$ cat src/rtl/word_byte_serializer_pkg.sv
// Shared definitions for the word-to-byte serializer: size codes, FSM states,
// and the mapping from a size code to a byte count.
package word_byte_serializer_pkg;

   localparam logic [1:0] SIZE_B1  = 2'b00;
   localparam logic [1:0] SIZE_B2  = 2'b01;
   localparam logic [1:0] SIZE_ALL = 2'b10;

   typedef enum logic {
      ST_IDLE = 1'b0,
      ST_SEND = 1'b1
   } state_t;

   // Codes 10 and 11 both mean "every byte of the word".
   function automatic int unsigned size_to_count(input logic [1:0] size,
                                                 input int unsigned bytes);
      case (size)
         SIZE_B1: return 1;
         SIZE_B2: return 2;
         default: return bytes;
      endcase
   endfunction

endpackage

$ cat src/rtl/word_byte_serializer_if.sv
// Word-in / byte-out handshake bundle. The master side is the serializer,
// the slave side is whoever offers words and sinks bytes.
interface word_byte_serializer_if #(
   parameter int BYTES = 4
) ();

   logic [8*BYTES-1:0] I;
   logic [1:0]         Size;
   logic               WordValid;
   logic               WordReady;
   logic [7:0]         ByteOut;
   logic               ByteValid;
   logic               ByteReady;
   logic               Done;

   modport master (
      input  I, Size, WordValid, ByteReady,
      output WordReady, ByteOut, ByteValid, Done
   );

   modport slave (
      output I, Size, WordValid, ByteReady,
      input  WordReady, ByteOut, ByteValid, Done
   );

endinterface

$ cat src/rtl/word_byte_serializer_byte_shift_out.sv
// Byte-wide left shift register. On load the selected low bytes of the word
// are left-aligned so the first byte to send always sits in the top byte.
module byte_shift_out #(
   parameter int BYTES = 4,
   parameter int CW    = $clog2(BYTES) + 1
) (
   input  logic               clk,
   input  logic               rst_n,
   input  logic               load,
   input  logic               shift,
   input  logic [8*BYTES-1:0] word,
   input  logic [CW-1:0]      count,
   output logic [7:0]         top_byte
);

   localparam int W = 8 * BYTES;

   logic [W-1:0] sreg;
   logic [W-1:0] aligned;

   // Push the unselected upper bytes off the top so the MSB selected byte leads.
   always_comb begin
      aligned = word << (8 * (BYTES - int'(count)));
   end

   // Load on word accept, shift one byte per byte handshake.
   always_ff @(posedge clk or negedge rst_n) begin
      if (!rst_n) begin
         sreg <= '0;
      end else if (load) begin
         sreg <= aligned;
      end else if (shift) begin
         sreg <= {sreg[W-9:0], 8'h00};
      end
   end

   assign top_byte = sreg[W-1 -: 8];

endmodule

$ cat src/rtl/word_byte_serializer.sv
// Accepts a word and sends its selected bytes MSB-first, one per handshake,
// so a byte-shift-in register on the far side rebuilds the word.
module word_byte_serializer
   import word_byte_serializer_pkg::*;
#(
   parameter int BYTES = 4
) (
   input logic                    Clock,
   input logic                    Reset,
   word_byte_serializer_if.master bus
);

   localparam int CW = $clog2(BYTES) + 1;

   state_t        state;
   state_t        state_nx;
   logic [CW-1:0] remaining;
   logic [CW-1:0] load_count;
   logic          word_acc;
   logic          byte_acc;
   logic          last_byte;
   logic          done;

   assign load_count = CW'(size_to_count(bus.Size, BYTES));
   assign word_acc   = bus.WordValid & bus.WordReady;
   assign byte_acc   = bus.ByteValid & bus.ByteReady;
   assign last_byte  = (remaining == CW'(1));
   assign bus.Done   = done;

   // State register.
   always_ff @(posedge Clock or negedge Reset) begin
      if (!Reset) begin
         state <= ST_IDLE;
      end else begin
         state <= state_nx;
      end
   end

   // Next state and handshake outputs; words are only taken in IDLE.
   always_comb begin
      state_nx      = state;
      bus.WordReady = 1'b0;
      bus.ByteValid = 1'b0;
      case (state)
         ST_IDLE: begin
            bus.WordReady = 1'b1;
            if (bus.WordValid) begin
               state_nx = ST_SEND;
            end
         end
         ST_SEND: begin
            bus.ByteValid = 1'b1;
            if (bus.ByteReady && last_byte) begin
               state_nx = ST_IDLE;
            end
         end
         default: state_nx = ST_IDLE;
      endcase
   end

   // Bytes still to send; reloaded on every accept so it never wraps.
   always_ff @(posedge Clock or negedge Reset) begin
      if (!Reset) begin
         remaining <= '0;
      end else if (word_acc) begin
         remaining <= load_count;
      end else if (byte_acc) begin
         remaining <= remaining - CW'(1);
      end
   end

   // One-cycle completion pulse following the last byte handshake.
   always_ff @(posedge Clock or negedge Reset) begin
      if (!Reset) begin
         done <= 1'b0;
      end else begin
         done <= byte_acc & last_byte;
      end
   end

   byte_shift_out #(
      .BYTES (BYTES),
      .CW    (CW)
   ) u_shift (
      .clk      (Clock),
      .rst_n    (Reset),
      .load     (word_acc),
      .shift    (byte_acc),
      .word     (bus.I),
      .count    (load_count),
      .top_byte (bus.ByteOut)
   );

endmodule
$ cat src/flat_wrapper.sv
// flat-port wrapper written by rule: the top's interface ports become plain ports
module word_byte_serializer_flat import word_byte_serializer_pkg::*;
#(
   parameter int BYTES = 4
)
  (Clock, Reset, bus_I, bus_Size, bus_WordValid, bus_ByteReady, bus_WordReady, bus_ByteOut, bus_ByteValid, bus_Done);
  word_byte_serializer_if #(.BYTES(BYTES)) bus_i ();
  input logic Clock;
  input logic Reset;
  input wire logic [$bits(bus_i.I)-1:0] bus_I;
  input wire logic [$bits(bus_i.Size)-1:0] bus_Size;
  input wire logic [$bits(bus_i.WordValid)-1:0] bus_WordValid;
  input wire logic [$bits(bus_i.ByteReady)-1:0] bus_ByteReady;
  output wire logic [$bits(bus_i.WordReady)-1:0] bus_WordReady;
  output wire logic [$bits(bus_i.ByteOut)-1:0] bus_ByteOut;
  output wire logic [$bits(bus_i.ByteValid)-1:0] bus_ByteValid;
  output wire logic [$bits(bus_i.Done)-1:0] bus_Done;
  assign bus_i.I = bus_I;
  assign bus_i.Size = bus_Size;
  assign bus_i.WordValid = bus_WordValid;
  assign bus_i.ByteReady = bus_ByteReady;
  assign bus_WordReady = bus_i.WordReady;
  assign bus_ByteOut = bus_i.ByteOut;
  assign bus_ByteValid = bus_i.ByteValid;
  assign bus_Done = bus_i.Done;
  word_byte_serializer #(.BYTES(BYTES)) u_core (.Clock(Clock), .Reset(Reset), .bus(bus_i));
endmodule
$ cat config.mk
export PLATFORM = sky130hd
export DESIGN_NAME = word_byte_serializer_flat
export DESIGN_NICKNAME = d
export VERILOG_FILES = /design/src/rtl/word_byte_serializer_pkg.sv /design/src/rtl/word_byte_serializer_if.sv /design/src/rtl/word_byte_serializer_byte_shift_out.sv /design/src/rtl/word_byte_serializer.sv /design/src/flat_wrapper.sv
export SDC_FILE = /design/constraint.sdc
export NUM_CORES = 1
export LEC_CHECK = 0
export ABC_AREA = 1
export BUFFER_PORTS_ARGS = -buffer_cell sky130_fd_sc_hd__buf_2
export CORE_MARGIN = 4
export CORE_UTILIZATION = 55
export CTS_CLUSTER_SIZE = 20
export DETAILED_ROUTE_END_ITERATION = 10
export PLACE_DENSITY = 0.92
export SLEW_MARGIN = 10
export SYNTH_ARGS = -nofsm -noshare
export SYNTH_HDL_FRONTEND = slang
export SYNTH_HIERARCHICAL = 1
export SYNTH_SLANG_ARGS = --single-unit
$ cat constraint.sdc
create_clock -name Clock -period 2 [get_ports Clock]
set_input_delay 0.1 -clock Clock [delete_from_list [all_inputs] [get_ports Clock]]
set_output_delay 0.1 -clock Clock [all_outputs]
set_load 0.1 [all_outputs]
* Word-level counts from Yosys, hierarchy flattened *
Cells that the tools add are included.

storage, ports and cells
  bits of input ports = 38
  memories kept = 0
  ROM bits = 0
  register bits = 37
  output and inout port bits = 11
  latch bits = 0
  logic and storage cells = 26
  memory bits (writable) = 0

operators by class
  divide/modulo/power cells = 0
  muxes and demuxes = 10
  multiply operators = 0
  magnitude comparators = 0
  reductions and logical operators = 3
  shift operators = 1
  add/sub/neg operators = 2
  bitwise operators = 4
  eq/ne operators = 2

operators with widths
  operator                                                                number
  32-bit 2-to-1 mux                                                       2
  32-bit by 32-bit left shift with 32-bit output                          1
  3-bit 2-to-1 mux                                                        2
  3-bit case mux with 2 select lines                                      1
  1-bit 2-to-1 mux                                                        4
  3-bit by 3-bit subtractor with 4-bit output (first input constant)      1
  1-bit bitwise AND                                                       3
  3-bit by 1-bit equality test with 1-bit output (second input constant)  1
  3-bit by 1-bit subtractor with 3-bit output (second input constant)     1
  2-bit by 1-bit equality test with 1-bit output (second input constant)  1
  2-bit zero test                                                         1
  1-bit case mux with 2 select lines                                      1
  2-bit nonzero test                                                      1
  1-bit logical AND                                                       1
  1-bit NOT                                                               1

* Longest topological paths before layout *
  word-level depth = 5
  depth in mapped cells = 14
  depth with buffers taken out = 12

* Hierarchy *
The synthesis kept the hierarchy.

modules (own cells, without submodules)
  module                cells each  instances  area an instance (µm²)  sequential area each (µm²)
  byte_shift_out        321         1          2180.8                  800.8
  word_byte_serializer  38          1          281.5                   125.1

* Worst setup path after synthesis *
OpenSTA, ideal clock, no wires.

  path type = reg-to-reg
  start = register u_core.state
  end = register u_core.remaining[2]
  setup slack = -0.123 ns
  required time = 1.931 ns
  stages on the path, launching flop included = 5
  data arrival time = 2.054 ns
  path buffers = 0
  library setup time = 0.069 ns
  clock period less this slack = 2.123 ns
  cell sequence = dfrtp_1 -> inv_1 -> nand2_1 -> nand3_1 -> nand3_1

between the ends
  longest elaborated chain between the ends = 3
  elaborated cells between the ends (all ways) = 6
  those cells by class = 3 x mux; 2 x bitwise; 1 x reduce/logical

ends and longest elaborated chain
  item                                                    line                        source
  from (decl)                                             word_byte_serializer.sv:15  state_t state;
  from (signal assigned)                                  word_byte_serializer.sv:35  state <= state_nx;
  1-bit 2-to-1 mux *                                      word_byte_serializer.sv:44  case (state)
  net bus_WordReady                                       flat_wrapper.sv:14          output wire logic [$bits(bus_i.WordReady)-1:0] bus_WordReady;
  1-bit bitwise AND *                                     word_byte_serializer.sv:25  assign word_acc = bus.WordValid & bus.WordReady;
  3-bit 2-to-1 mux or 2-bit nonzero test (tied branches)  --
  to (signal assigned)                                    word_byte_serializer.sv:66  remaining <= load_count;
  to (signal assigned)                                    word_byte_serializer.sv:68  remaining <= remaining - CW'(1);
  to (decl)                                               word_byte_serializer.sv:17  logic [CW-1:0] remaining;

The timed path passes the listed nets; every way through them passes the cells marked *.
A chain may end at the register's enable or synchronous reset.

* Worst setup path in the final report *
  start = register u_core.state
  end = register u_core.u_shift.sreg[31]

between the ends
  longest elaborated chain between the ends = 3
  elaborated cells between the ends (all ways) = 6
  those cells by class = 3 x mux; 2 x bitwise; 1 x reduce/logical

ends and longest elaborated chain
  item                                                     line                                       source
  1-bit 2-to-1 mux *                                       word_byte_serializer.sv:44
  1-bit bitwise AND *                                      word_byte_serializer.sv:25
  net u_core.word_acc                                      word_byte_serializer.sv:19                 logic word_acc;
  32-bit 2-to-1 mux or 2-bit nonzero test (tied branches)  --
  to (signal assigned)                                     word_byte_serializer_byte_shift_out.sv:31  sreg <= aligned;
  to (signal assigned)                                     word_byte_serializer_byte_shift_out.sv:33  sreg <= {sreg[W-9:0], 8'h00};
  to (decl)                                                word_byte_serializer_byte_shift_out.sv:18  logic [W-1:0] sreg;

Marked as above.

==> qor.txt <==
Static leakage: 1.55 nW
Routed length on met2: 3160 um
Final setup fails: 0
Die height: 74.9 um
Main synth FF type: dfrtp_1
Worst path cell trace: nor2_1, buf_4, inv_1, o21ai_0, o21ai_0, nor2_1, nor2_1
Slowest CP cell: dfrtp_2
DR top layer: met4
Mapped Nets: 400
Slew Limit Fails: 0
Root buffer cell: clkbuf_8
VDD IR max: 0.700 mV
Routed len/inst: 14.4 um
Largest delay contributor family on the critical path: buffers and inverters
CP max stage delay: 0.45 ns
Total clock buffers created by CTS: 5
PnR Total Power: 3.37 mW
P&R area growth vs syn: 13.8%
Core area: 0.00435 sq mm
Metal-1 WL: 2620 um
# port buffers: 48
Total Neg Setup Slack: 0 ns
Via count: 2494
Routability congestion estimate: 0.892
Initial antenna violation count: 0
Longest Clk Path Bufs: 2
Crit. End Element: flop
Tmin final: 1.64 ns
H-tree depth: 2
Hold path endpoint: u_core/state
Clock-pin slew on the worst setup and hold paths: 0.08 ns
Worst-Margin Slew: 0.662 ns
First-pass iteration count of the detailed router: 5
Max-cap viol count: 0
CP startpoint kind: flop
Initial Utilization: 56.6%
Crit path buf inv count: 2
Post-CTS setup buffer count: 0
Maximum fanout along the worst path: 16
Crit path kind: reg2reg
Crit Reg-Reg Endpoint: u_core/u_shift/sreg[31]
Critical Path RT: 2.19 ns
Std cell rows: 24
Drc violations: 0
Die area: 0.00561 sq mm
Synth Instances: 359
Ant. Diodes: 0
Power per cell area: 1200 mW/mm^2
Largest net degree at the start of global routing: 20
Fmax: 611 MHz
Clk_skew: 0.00800 ns
Seq/Total Area, Yosys: 37.6%
Final hold viol count: 0
GR Overflow Total: 0
Post-synth ARST share: 100%
HP Class: in2reg
Fill cell count: 397
Worst skew pair latency: 0.30 ns
Vias/cell: 5.48
First-pass GRT wire length: 10600 um
Num Clock Sinks: 37
GRT Total Usage: 25.0%
Reg-to-Reg Start: u_core/state
Mapped Area: 0.00246 sq mm
Gates resized, CTS repair: 0
Fin crit share: 81.8%
Routed WL: 6540 um
Die width: 74.9 um
Min-delay src: bus_WordValid
CTS tree: yes
Arrival time of the worst setup path: 1.83 ns
Slew HR: 55.8%
Io pins: 49
Hold Buf Count CTS: 1
Post-DP HPWL: 4590 um
DRT iter0 DRCs: 235
Fin cells: 455
ANT nets after route: 0
YS warnings: 6
Final net count: 443
Worst R2R Path Depth: 7
Synthesis-stage register bit count: 37
RSZ-0062 raised after global routing: false
Post-synth EDFFs: 0
Hold Crit Depth: 3
Post-synth cell types: 28
Layout cells sized above 1: 20.6%
Outcome: completed
Mapped Avg Cell Area: 6.86 sq um
Met3 wire length: 600 um
Most used cell along the critical path: nor2_1
Vias in the first global route: 2380
Reg2Reg Setup Slack: 0.36 ns
Placed instance count: 446
area by class of cell:
type / count / area [sq um] / area share, %
tap: 52 / 65.1 / 2.32
timing repair buffer: 61 / 340 / 12.1
sequential: 37 / 927 / 33.1
multi-input combinational: 265 / 1250 / 44.6
clock buffer: 6 / 82.6 / 2.95
inverter: 32 / 124 / 4.42
clock inverter: 2 / 13.8 / 0.491
worst max path at each step:
stage	cells after the start	slack [ns]	start	endpoint
2_1_floorplan	8	0.13	u_core/state	u_core/u_shift/sreg[30]
3_3_place_gp	12	0.23	bus_Size[1]	u_core/u_shift/sreg[17]
3_5_place_dp	12	0.15	bus_Size[1]	u_core/u_shift/sreg[17]
4_1_cts	7	0.39	u_core/state	u_core/u_shift/sreg[31]
5_1_grt	7	0.24	u_core/state	u_core/u_shift/sreg[31]
6_report	7	0.36	u_core/state	u_core/u_shift/sreg[31]
layer usage:
layer | up-vias | track usage (%)
met5 | - | 0
met4 | 0 | 9.88
met3 | 20 | 5.61
met2 | 139 | 43.2
met1 | 1124 | 29.9
li1 | 1211 | -
worst min-delay path, stage by stage:
cell,delay (ns)
buf_2,0.11
inv_1,0.06
a21oi_1,0.06
synthesized netlist by cell type (4+ instances only):
cell / n / area, sq um
nand2_1: 145 / 544
nand3_1: 40 / 200
dfrtp_1: 37 / 926
nor2_1: 34 / 128
inv_1: 30 / 113
buf_4: 11 / 82.6
a21oi_1: 10 / 50.1
buf_2: 9 / 45.0
o21ai_0: 8 / 40.0
o22ai_1: 4 / 25.0
o311ai_0: 4 / 35.0
registers in the layout (all words and copies together), names as in the netlist:
register             flops
u_core/state             1
u_core/bus.Done          1
u_core/u_shift/sreg     32
u_core/remaining         3
power breakdown:
part / internal (mW) / total [mW] / leakage (nW) / switching, mW
sequential: 0.959 / 1.08 / 0.485 / 0.118
combinational: 0.398 / 1.73 / 1.01 / 1.33
clock: 0.279 / 0.564 / 0.0512 / 0.285
cells by family after synthesis:
group | share of synthesized area [%]
buf+inv | 11.7
compound gates | 8.89
simple gates | 40.2
fa+ha+maj | 1.52
flops | 37.6
cells in the final DEF, fill, tap and decap left out, types with 2 or more instances in the layout:
master      n
o311ai_0    4
clkbuf_8    6
o22ai_1     4
ha_1        3
o21ai_0     8
buf_4      12
inv_1      29
o21ai_1     2
nor2_8      2
nand3_1    40
dfrtp_1    36
buf_2      48
inv_2       2
o221ai_1    3
nor2_2      2
a21oi_1    10
nand2_1   145
nor2_1     33
per-stage QoR:
step                      area (sq um)  setup slack, ns  hold slack (ns)  util, %
after floorplan                   2470            0.132           -0.196        -
after global placement            2700            0.229         -0.00120     61.9
after detailed placement          2700            0.153          0.00363     61.9
after CTS                         2800            0.393           0.0542     64.4
after global routing              2800            0.237           0.0882     64.4
final                             2800            0.363           0.0594     64.4
(Power assumes the default switching activity.)
